File: config.mk
export PLATFORM = sky130hd
export DESIGN_NAME = pipeline_control
export DESIGN_NICKNAME = d
export VERILOG_FILES = /design/src/rtl/pipeline_control.sv
export SDC_FILE = /design/constraint.sdc
export NUM_CORES = 1
export LEC_CHECK = 0
export ABC_AREA = 1
export CORE_AREA = 2 2 94 96
export DETAILED_ROUTE_END_ITERATION = 12
export DIE_AREA = 0 0 96 98
export PLACE_DENSITY_LB_ADDON = 0.15
export SYNTH_ARGS = -nofsm -noshare
export SYNTH_HDL_FRONTEND = slang
export SYNTH_SLANG_ARGS = --single-unit
File: constraint.sdc
create_clock -name clock -period 4.16 [get_ports clock]
set_clock_uncertainty 0.1 [all_clocks]
set_input_delay 0.416 -clock clock [delete_from_list [all_inputs] [get_ports clock]]
set_output_delay 0.416 -clock clock [all_outputs]
set_load 0.02 [all_outputs]
File: src/rtl/pipeline_control.sv
// pipeline_control
//   Hazard and sequencing controller for the five-stage ARMv8 pipeline.
//   Generates the PC-write enable and branch-select for fetch, the stall,
//   bubble and flush controls for IF/ID, ID/EX and EX/MEM, sequences the
//   post-reset boot delay and the drain-and-halt on HLT, and keeps
//   saturating stall / flush statistics.
//
// Parameters
//   BOOT_CYCLES  cycles after reset release before the first PC update (>=1)
//   DRAIN_CYCLES cycles given to older instructions after HLT reaches ID (>=1)
//   CNT_W        width of the statistics counters
//
// Ports
//   clock          rising-edge clock
//   reset          synchronous, active-low reset
//   idex_memread   instruction in EX is a load
//   idex_rd        destination register of the instruction in EX
//   ifid_rn/rm     source registers of the instruction in ID
//   ifid_rm_valid  instruction in ID reads ifid_rm
//   ifid_halt      instruction in ID is HLT
//   branch_taken   taken branch resolved in EX/MEM
//   pc_write       PC load enable
//   Branchreg      fetch PC mux select (1 = branch target)
//   ifid_write     IF/ID load enable
//   ifid_flush     IF/ID cleared to NOP
//   idex_bubble    ID/EX loaded with a bubble
//   exmem_flush    EX/MEM control cleared
//   halted         pipeline drained and stopped (registered state decode)
//   stall_count    saturating count of load-use stall cycles
//   flush_count    saturating count of taken-branch flush events
module pipeline_control #(
    parameter int BOOT_CYCLES  = 2,
    parameter int DRAIN_CYCLES = 4,
    parameter int CNT_W        = 16
) (
    input  logic             clock,
    input  logic             reset,
    input  logic             idex_memread,
    input  logic [4:0]       idex_rd,
    input  logic [4:0]       ifid_rn,
    input  logic [4:0]       ifid_rm,
    input  logic             ifid_rm_valid,
    input  logic             ifid_halt,
    input  logic             branch_taken,
    output logic             pc_write,
    output logic             Branchreg,
    output logic             ifid_write,
    output logic             ifid_flush,
    output logic             idex_bubble,
    output logic             exmem_flush,
    output logic             halted,
    output logic [CNT_W-1:0] stall_count,
    output logic [CNT_W-1:0] flush_count
);

    localparam logic [1:0] BOOT   = 2'd0;
    localparam logic [1:0] RUN    = 2'd1;
    localparam logic [1:0] DRAIN  = 2'd2;
    localparam logic [1:0] HALTED = 2'd3;

    // One shared cycle counter serves both the boot delay and the drain window.
    localparam int MAXC = (BOOT_CYCLES > DRAIN_CYCLES) ? BOOT_CYCLES : DRAIN_CYCLES;
    localparam int CW   = (MAXC > 1) ? $clog2(MAXC) : 1;
    localparam logic [CW-1:0] BOOT_LAST  = CW'(BOOT_CYCLES - 1);
    localparam logic [CW-1:0] DRAIN_LAST = CW'(DRAIN_CYCLES - 1);

    logic [1:0]       state_q, state_d;
    logic [CW-1:0]    cnt_q, cnt_d;
    logic [CNT_W-1:0] stall_q, stall_d;
    logic [CNT_W-1:0] flush_q, flush_d;
    logic             hazard;
    logic             stall_inc;
    logic             flush_inc;

    // XZR (X31) is never a real producer, so it cannot create a hazard.
    assign hazard = idex_memread && (idex_rd != 5'd31) &&
                    ((idex_rd == ifid_rn) || (ifid_rm_valid && (idex_rd == ifid_rm)));

    always_comb begin
        state_d     = state_q;
        cnt_d       = cnt_q;
        stall_inc   = 1'b0;
        flush_inc   = 1'b0;
        pc_write    = 1'b0;
        Branchreg   = 1'b0;
        ifid_write  = 1'b0;
        ifid_flush  = 1'b0;
        idex_bubble = 1'b0;
        exmem_flush = 1'b0;

        case (state_q)
            BOOT: begin
                ifid_flush  = 1'b1;
                idex_bubble = 1'b1;
                exmem_flush = 1'b1;
                cnt_d       = cnt_q + CW'(1);
                if (cnt_q == BOOT_LAST) begin
                    state_d = RUN;
                    cnt_d   = '0;
                end
            end
            RUN: begin
                if (branch_taken) begin
                    Branchreg   = 1'b1;
                    pc_write    = 1'b1;
                    ifid_flush  = 1'b1;
                    idex_bubble = 1'b1;
                    exmem_flush = 1'b1;
                    flush_inc   = 1'b1;
                end else if (hazard) begin
                    idex_bubble = 1'b1;
                    stall_inc   = 1'b1;
                end else if (ifid_halt) begin
                    ifid_flush  = 1'b1;
                    idex_bubble = 1'b1;
                    state_d     = DRAIN;
                    cnt_d       = '0;
                end else begin
                    pc_write    = 1'b1;
                    ifid_write  = 1'b1;
                end
            end
            DRAIN: begin
                if (branch_taken) begin
                    // HLT was fetched down the wrong path: redirect and resume.
                    Branchreg   = 1'b1;
                    pc_write    = 1'b1;
                    ifid_flush  = 1'b1;
                    idex_bubble = 1'b1;
                    exmem_flush = 1'b1;
                    flush_inc   = 1'b1;
                    state_d     = RUN;
                    cnt_d       = '0;
                end else begin
                    ifid_flush  = 1'b1;
                    idex_bubble = 1'b1;
                    cnt_d       = cnt_q + CW'(1);
                    if (cnt_q == DRAIN_LAST) begin
                        state_d = HALTED;
                        cnt_d   = '0;
                    end
                end
            end
            HALTED: begin
                ifid_flush  = 1'b1;
                idex_bubble = 1'b1;
                exmem_flush = 1'b1;
            end
            default: begin
                state_d = BOOT;
                cnt_d   = '0;
            end
        endcase

        // While reset is held, the pipeline sees the boot controls immediately.
        if (!reset) begin
            pc_write    = 1'b0;
            Branchreg   = 1'b0;
            ifid_write  = 1'b0;
            ifid_flush  = 1'b1;
            idex_bubble = 1'b1;
            exmem_flush = 1'b1;
        end

        stall_d = stall_q;
        flush_d = flush_q;
        if (stall_inc && (stall_q != '1)) stall_d = stall_q + CNT_W'(1);
        if (flush_inc && (flush_q != '1)) flush_d = flush_q + CNT_W'(1);
    end

    always_ff @(posedge clock) begin
        if (!reset) begin
            state_q <= BOOT;
            cnt_q   <= '0;
            stall_q <= '0;
            flush_q <= '0;
        end else begin
            state_q <= state_d;
            cnt_q   <= cnt_d;
            stall_q <= stall_d;
            flush_q <= flush_d;
        end
    end

    assign halted      = (state_q == HALTED);
    assign stall_count = stall_q;
    assign flush_count = flush_q;

endmodule
==> flow_summary.json, run 1 <==
{
  "outcome": "completed",
  "r2r_setup_slack_ns": 1.75,
  "rows": 34,
  "wl_per_cell_um": 11.4,
  "hold_path.class": "flip-flop to flip-flop",
  "synth_fp_nets": 401,
  "seq_area_frac_synth": 0.292,
  "syn-cell-area_um2": 2470,
  "numCtsBuffers": 5,
  "hold_buffers": 0,
  "power_mw": 1.09,
  "rsz0062_at_grt": "false",
  "setup_violations": 0,
  "cp-end-kind": "output pin",
  "vias": 2436,
  "finalCritPeriodShare": 0.727,
  "yosys_warnings": 0,
  "port-buffer-count": 59,
  "dr.pass1.iters": 4,
  "die_area_um2": 9410,
  "wl_met2_um": 2820,
  "clock_latency_ns": 0.29,
  "syn-mean-instance-area_um2": 6.68,
  "cpMaxStageDelayCell": "clkdlybuf4s50_1",
  "root_buffer": "clkbuf_8",
  "dr_wl_met3_um": 249,
  "finalSetupTns_ns": 0,
  "postRouteAntennaNets": 0,
  "ys_ff_latch": 36,
  "tightest_slew_ns": 0.951,
  "tritoncts": "built",
  "cts_resized": 0,
  "antenna_cells": 0,
  "timing.rr.end": "flush_count[6]",
  "antenna_found_initial": 0,
  "dieWidth_um": 96,
  "crit_fanout": 4,
  "stdcell_count": 538,
  "fmax_mhz": 331,
  "ys_types": 33,
  "vdd_drop_max_mv": 0.138,
  "syn2layout_area_growth_pct": 32.1,
  "rr_worst_depth": 7,
  "grt_max_degree": 22,
  "grt.total_usage": 0.140,
  "crit_start": "idex_rd[2]",
  "cts_setup_buffers": 0,
  "io_pins": 60,
  "path_buf_inv": 2,
  "powerDensity_nw_per_um2": 336,
  "vias_per_cell": 4.53,
  "clockBufferDepth": 2,
  "drc": 0,
  "startpoint_type": "input pin",
  "grt-ovfl-total": 0,
  "clk_pin_slew_ns": 0.07,
  "cts_htree_levels": 2,
  "layout.nets": 461,
  "gp_congestion": 0.768,
  "start_util": 0.291,
  "p_leak_nw": 1.27,
  "cp.depth": 7,
  "cpMostUsedCell": "clkdlybuf4s50_1",
  "place_hpwl_um": 4570,
  "synthCells": 369,
  "grt_pass1_vias": 2373,
  "wl_met1_um": 3040,
  "critPathTopFamily": "buffers and inverters",
  "die_h_um": 98,
  "core_area_um2": 8470,
  "reg2reg_from": "state_q[0]",
  "routed.top_layer": "met4",
  "required_ns": 3.64,
  "final_util": 0.385,
  "layout-drive-gt1-share": 0.112,
  "grt_pass1_wl_um": 10700,
  "drt_iter0_drc": 75,
  "maxSlewViolCount": 0,
  "cpPeakStageDelay_ns": 0.63,
  "clock_sinks": 36,
  "crit_path_end": "pc_write",
  "period_needed_ns": 3.02,
  "path_class": "input pin to output pin",
  "cp.arrival_ns": 2.51,
  "wirelength_um": 6150,
  "place_inst": 530,
  "drv_cap": 0,
  "slew_headroom": 0.363,
  "hold_viol": 0,
  "cp_cell_sequence": "clkdlybuf4s50_1, nand4_1, o21a_1, a21oi_1, nand2_1, o21ai_0, clkdlybuf4s50_1"
}
## registers in the layout (all words and copies together), names as in the netlist
| signal | flops |
|---|---|
| stall_count | 16 |
| cnt_q | 2 |
| flush_count | 16 |
| state_q | 2 |
## worst min path at each step
stage                     slack, ns  cells past startpoint             end            from
after floorplan                0.40                      2        cnt_q[1]        cnt_q[1]
after global placement         0.37                      2  flush_count[4]  flush_count[4]
after detailed placement       0.37                      2  flush_count[4]  flush_count[4]
after CTS                      0.38                      2  flush_count[4]  flush_count[4]
after global routing           0.41                      2  flush_count[4]  flush_count[4]
final                          0.38                      2  flush_count[4]  flush_count[4]
## cell type report
cell class | instances | area, um^2
inverters | 45 | 169
well taps | 108 | 135
multi-input cells | 280 | 1520
repair buffers | 61 | 606
clock inverters | 2 | 35.0
fillers | 905 | 5210
flip-flops and latches | 36 | 721
clock buffers | 6 | 72.6
## per-layer routing
| metal | track usage | vias to the layer above |
|---|---|---|
| li1 | - | 1291 |
| met1 | 0.191 | 1097 |
| met2 | 0.223 | 46 |
| met3 | 0.0324 | 2 |
| met4 | 0.0308 | 0 |
| met5 | 0 | - |
## cells in the final DEF (no fill, tap or decap), types with 2 or more instances in the layout
| master | Yosys | final |
|---|---|---|
| a21oi_1 | 22 | 22 |
| a21oi_2 | 10 | 10 |
| a31oi_1 | 2 | 2 |
| and3_1 | 2 | 2 |
| buf_4 | 0 | 2 |
| clkbuf_8 | 0 | 5 |
| clkdlybuf4s50_1 | 0 | 59 |
| dfxtp_1 | 36 | 36 |
| ha_1 | 11 | 11 |
| inv_1 | 40 | 40 |
| inv_2 | 4 | 4 |
| nand2_1 | 103 | 103 |
| nand2_2 | 11 | 11 |
| nand3_1 | 13 | 13 |
| nand3_2 | 3 | 3 |
| nand4_1 | 13 | 13 |
| nor2_1 | 39 | 39 |
| nor2_2 | 5 | 5 |
| nor3_1 | 6 | 6 |
| o21ai_0 | 14 | 14 |
| xnor2_1 | 7 | 7 |
| xor2_1 | 10 | 10 |
## worst min-delay path: stages (launching register included)
cell and delay (ns):
dfxtp_1 0.33, inv_1 0.05, a21oi_1 0.05
## through the flow
step	hold slack (ns)	instance area, um^2	setup WS, ns
after floorplan	0.403	2470	2.05
after global placement	0.367	3150	1.14
after detailed placement	0.372	3150	1.15
after CTS	0.384	3260	1.14
after global routing	0.411	3260	0.923
final	0.377	3260	1.14
## synth_stat cells (all sizes together)
cell | n | share of area
clkinv | 1 | 0.0015
or2 | 1 | 0.0025
nor3 | 6 | 0.012
o21ai | 14 | 0.028
buf | 4 | 0.017
nor2 | 46 | 0.085
a31oi | 2 | 0.0051
xor2 | 10 | 0.036
nand3 | 17 | 0.046
nand4 | 14 | 0.038
a22oi | 1 | 0.0030
xnor2 | 7 | 0.025
clkbuf | 4 | 0.0061
nand2 | 115 | 0.19
inv | 44 | 0.067
o21a | 1 | 0.0030
ha | 11 | 0.056
and3 | 2 | 0.0051
nand3b | 1 | 0.0030
dfxtp | 36 | 0.29
a21oi | 32 | 0.080
## logic make-up (layout without fill, tap and decap cells)
group                    count (synthesis)  count (layout)  share of synthesized area
AO/OA/AOI/OAI                           50              50                      0.120
XOR/XNOR                                17              17                     0.0604
adder cells (fa/ha/maj)                 11              11                     0.0558
buffers and inverters                   53             114                     0.0913
flip-flops                              36              36                      0.292
AND/OR/NAND/NOR                        202             202                      0.381
## power by group
part | internal (mW) | leakage (nW) | switching (mW)
logic | 0.148 | 0.924 | 0.241
registers | 0.370 | 0.291 | 0.0268
clock network | 0.178 | 0.0552 | 0.131
(Power assumes the default switching activity.)
==> run 2, diff against run 1 <==
==> constraint.sdc (replaced) <==
create_clock -name clock -period 2.5 [get_ports clock]
set_clock_uncertainty 0.1 [all_clocks]
set_input_delay 0.25 -clock clock [delete_from_list [all_inputs] [get_ports clock]]
set_output_delay 0.25 -clock clock [all_outputs]
set_load 0.02 [all_outputs]
==> run 2 against run 1 <==
Against the previous run: critical path depth shrank 2; wire length grew 1.2%; via count is 0.94% higher; combinational power is 78% higher; clock-buffer cell count unchanged; register-to-register slack lost 1.2 ns; critical path type is now flip-flop to output pin.
==> flow_summary.json, run 2 (same netlist as run 1, synthesis figures left out) <==
{
  "p_leak_nw": 1.31,
  "vias_per_cell": 4.50,
  "period_needed_ns": 2.34,
  "grt.total_usage": 0.142,
  "required_ns": 2.15,
  "tritoncts": "built",
  "clock_latency_ns": 0.30,
  "grt_max_degree": 21,
  "internal_power_mw": 1.19,
  "wl_per_cell_um": 11.4,
  "hold_viol": 0,
  "startpoint_type": "flip-flop",
  "layout-drive-gt1-share": 0.132,
  "rsz0062_at_grt": "false",
  "grt-ovfl-total": 0,
  "layout.nets": 469,
  "fmax_mhz": 428,
  "die_h_um": 98,
  "power_frac_clock": 0.278,
  "setup_violations": 0,
  "path_class": "flip-flop to output pin",
  "vdd_drop_max_mv": 0.252,
  "grt_pass1_vias": 2388,
  "dieWidth_um": 96,
  "crit_fanout": 5,
  "antenna_found_initial": 0,
  "slew_headroom": 0.662,
  "final_cell_mix": "nand2_1, clkdlybuf4s50_1, inv_1",
  "syn2layout_area_growth_pct": 34.5,
  "hold_path.class": "flip-flop to flip-flop",
  "clk_pin_slew_ns": 0.07,
  "rows": 34,
  "layout_commonest_cell": "nand2_1",
  "drc": 0,
  "tightest_slew_ns": 0.503,
  "drt_iter0_drc": 58,
  "die_area_um2": 9410,
  "power_mw": 1.87,
  "maxSlewViolCount": 0,
  "grt_pass1_wl_um": 10900,
  "drv_cap": 0,
  "gp_congestion": 0.808,
  "finalSetupTns_ns": 0,
  "postRouteAntennaNets": 0,
  "clock_sinks": 36,
  "powerDensity_nw_per_um2": 564,
  "finalCritPeriodShare": 0.935,
  "netSwitchingPower_uw": 680,
  "vias": 2459,
  "start_util": 0.291,
  "place_hpwl_um": 4700,
  "cts_setup_buffers": 0,
  "wirelength_um": 6220,
  "numCtsBuffers": 5,
  "io_pins": 60,
  "core_area_um2": 8470,
  "cp.arrival_ns": 1.99,
  "cts_htree_levels": 2,
  "clockBufferDepth": 2,
  "root_buffer": "clkbuf_8",
  "dr.pass1.iters": 4,
  "outcome": "completed",
  "cp-end-kind": "output pin",
  "p_seq_frac": 0.352,
  "swShare": 0.363,
  "power_frac_comb": 0.370,
  "port-buffer-count": 59,
  "antenna_cells": 0
}
-- run 2: cell count changes in the layout (fill, tap and decap cells not counted), sizes merged --
cell	change
buf	+8
clkbuf	+1
clkdlybuf4s50	-4
dlygate4sd1	+1
dlygate4sd2	+1
dlymetal6s2s	+1
-- run 2: stage by stage --
| stage | instance area (um^2) | hold WS, ns | util | setup WS [ns] | std cells |
|---|---|---|---|---|---|
| after floorplan | 2470 | 0.403 | - | 0.557 | 369 |
| after global placement | 3210 | 0.365 | 0.379 | -0.117 | 538 |
| after detailed placement | 3210 | 0.368 | 0.379 | -0.147 | 538 |
| after CTS | 3310 | 0.381 | 0.392 | 0.0459 | 546 |
| after global routing | 3320 | 0.405 | 0.392 | 0.0193 | 546 |
| final | 3320 | 0.377 | 0.392 | 0.163 | 546 |
-- run 2: timing repair --
action	4_1_cts	5_1_grt
hold buffers	0	0
pin swaps	0	0
setup endpoints to repair	3	3
gates resized for setup	3	7
hold endpoints to repair	0	0
-- run 2: worst paths after layout --
path | end | from | slack [ns] | cells after the start
hold / removal | flush_count[4] | flush_count[4] | 0.38 | 2
setup reg to reg | stall_count[9] | stall_count[1] | 0.55 | 10
setup / recovery | Branchreg | state_q[0] | 0.16 | 5
hold reg to reg | flush_count[4] | flush_count[4] | 0.38 | 2
-- run 2: worst max-delay path, stage by stage (launching register included) --
cell and delay (ns):
dfxtp_1 0.41, inv_1 0.10, ha_1 0.31, nand2_1 0.12
nor2_1 0.14, clkdlybuf4s50_1 0.62
-- run 2: per-layer routing --
metal	up-vias	share of wire	track usage
li1	1309	-	-
met1	1102	0.50	0.195
met2	44	0.45	0.225
met3	4	0.036	0.0316
met4	0	0.0079	0.0330
met5	-	0	0
-- run 2: area by class of cell --
cell class,count,area (um^2)
clock buffers,6,72.6
flip-flops and latches,36,721
inverters,45,169
well taps,108,135
multi-input cells,280,1520
clock inverters,2,35.0
repair buffers,69,661
fillers,937,5150
-- run 2: power groups by stage --
stage | sequential, mW | combinational (mW) | clock, mW
after global routing | 0.667 | 0.788 | 0.563
final | 0.658 | 0.692 | 0.521
after CTS | 0.660 | 0.699 | 0.532
after floorplan | 0.678 | 0.444 | 0
after global placement | 0.672 | 0.698 | 0
after detailed placement | 0.674 | 0.693 | 0
==> run 3, diff against run 2 <==
--- a/config.mk
+++ b/config.mk
@@ -6,10 +6,10 @@
 export NUM_CORES = 1
 export LEC_CHECK = 0
 export ABC_AREA = 1
+export CAP_MARGIN = 40
 export CORE_AREA = 2 2 94 96
 export DETAILED_ROUTE_END_ITERATION = 12
 export DIE_AREA = 0 0 96 98
-export PLACE_DENSITY_LB_ADDON = 0.15
 export SYNTH_ARGS = -nofsm -noshare
 export SYNTH_HDL_FRONTEND = slang
 export SYNTH_SLANG_ARGS = --single-unit
==> run 3 against run 2 <==
Against the previous run: flip-flop and latch count stayed put; wire length is 1.8% lower; worst setup slack worse by 0.043 ns; combinational power is 1% lower; first-iteration DRC count is 14% higher; non-clock buffer count is 1 lower; final area is 0.38% higher; via count is 0.33% higher; utilization is 0.15 points higher; critical endpoint is now idex_bubble.
==> flow_summary.json, run 3 (same netlist as run 1, synthesis figures left out) <==
{
  "final_cell_mix": "nand2_1, clkdlybuf4s50_1, inv_1",
  "wl_per_cell_um": 11.2,
  "clock_latency_ns": 0.28,
  "rr_worst_depth": 8,
  "final_util": 0.393,
  "cp_cell_sequence": "clkdlybuf4s50_1, inv_1, nand2_1, nand2_1, nor2_2, nand3_2, nand2_4, a21oi_1, nand2_1, clkdlybuf4s50_1",
  "path_class": "input pin to output pin",
  "cpMostUsedCell": "nand2_1",
  "layout-drive-gt1-share": 0.128,
  "vdd_drop_max_mv": 0.212,
  "fillers": 871,
  "maxSlewViolCount": 0,
  "hold_path.class": "flip-flop to flip-flop",
  "layout_commonest_cell": "nand2_1",
  "io_pins": 60,
  "fmax_mhz": 420,
  "slew_headroom": 0.677,
  "rows": 34,
  "clock_sinks": 36,
  "multi_input_area_um2": 1520,
  "hold_start": "flush_count[4]",
  "grt_max_degree": 21,
  "clk_pin_slew_ns": 0.07,
  "grt-ovfl-total": 0,
  "tritoncts": "built",
  "powerDensity_nw_per_um2": 576,
  "period_needed_ns": 2.38,
  "drv_cap": 0,
  "vias": 2467,
  "place_inst": 537,
  "place_hpwl_um": 4610,
  "reg2reg_from": "state_q[0]",
  "rsz0062_at_grt": "false",
  "setup_violations": 0,
  "port-buffer-count": 59,
  "stdcell_count": 545,
  "path_buf_inv": 3,
  "grt_pass1_vias": 2250,
  "gp_congestion": 0.778,
  "core_area_um2": 8470,
  "root_buffer": "clkbuf_8",
  "cpMaxStageDelayCell": "clkdlybuf4s50_1",
  "postRouteAntennaNets": 0,
  "critPathTopFamily": "buffers and inverters",
  "grt.total_usage": 0.133,
  "dieWidth_um": 96,
  "cts_setup_buffers": 0,
  "whs_path_depth": 2,
  "numCtsBuffers": 5,
  "seq_area_um2": 721,
  "hold_viol": 0,
  "drc": 0,
  "cp.arrival_ns": 2.03,
  "grt_pass1_wl_um": 10200,
  "clockBufferDepth": 2,
  "syn2layout_area_growth_pct": 35.0,
  "cp.depth": 10,
  "cts_htree_levels": 2,
  "wirelength_um": 6110,
  "cpPeakStageDelay_ns": 0.61,
  "startpoint_type": "input pin",
  "die_area_um2": 9410,
  "p_leak_nw": 1.32,
  "layout.nets": 468,
  "drt_iter0_drc": 66,
  "dr.pass1.iters": 4,
  "crit_fanout": 4,
  "outcome": "completed",
  "vias_per_cell": 4.53,
  "finalCritPeriodShare": 0.952,
  "start_util": 0.291,
  "antenna_cells": 0,
  "die_h_um": 98,
  "tightest_slew_ns": 0.480,
  "antenna_found_initial": 0,
  "required_ns": 2.15,
  "crit_start": "idex_rd[3]",
  "cp-end-kind": "output pin"
}
## run 3: area by class of cell
type	instances	area share
Clock buffer	7	0.0289
Clock inverter	1	0.00902
Inverter	45	0.0507
Multi-Input combinational cell	280	0.457
Sequential cell	36	0.216
Tap cell	108	0.0406
Timing Repair Buffer	68	0.198
## run 3: metrics by stage
| step | hold WS, ns | power (mW) | setup WS (ns) | cell area, um^2 | TNS [ns] |
|---|---|---|---|---|---|
| after CTS | 0.382 | 1.94 | 0.0697 | 3330 | 0 |
| after global routing | 0.409 | 2.05 | 0.0199 | 3330 | 0 |
| after floorplan | 0.403 | 1.12 | 0.557 | 2470 | 0 |
| after detailed placement | 0.371 | 1.36 | -0.0969 | 3200 | -0.187 |
| after global placement | 0.368 | 1.36 | -0.107 | 3200 | -0.199 |
| final | 0.380 | 1.92 | 0.120 | 3330 | 0 |
## run 3: repair_timing
action,in CTS,in global routing
resized for setup,2,1
hold buffers,0,0
setup endpoints to repair,2,1
## run 3: path summary, 6_finish.rpt
| kind | slack, ns | end |
|---|---|---|
| max | 0.12 | idex_bubble |
| min | 0.38 | flush_count[4] |
| max reg2reg | 0.54 | flush_count[3] |
| min reg2reg | 0.38 | flush_count[4] |
## run 3: power breakdown
group | total [mW] | internal, mW | leakage, nW | switching, mW
Combinational | 0.684 | 0.279 | 0.967 | 0.405
Clock | 0.573 | 0.352 | 0.0645 | 0.220
Sequential | 0.661 | 0.615 | 0.291 | 0.0463
## run 3: worst reg2reg max path, stage by stage (launching register included)
cell	delay, ns
dfxtp_1	0.42
inv_1	0.10
ha_1	0.30
buf_4	0.13
nand3_1	0.22
buf_4	0.25
nor2_1	0.17
o21ai_0	0.10
a21oi_1	0.12
## run 3: per-layer routing
metal  GRT usage  share of wire  vias up
met3      0.0262          0.036        5
met1       0.181           0.50     1118
met2       0.217           0.46       36
li1            -              -     1308
met5           0              0        -
met4      0.0297         0.0070        0
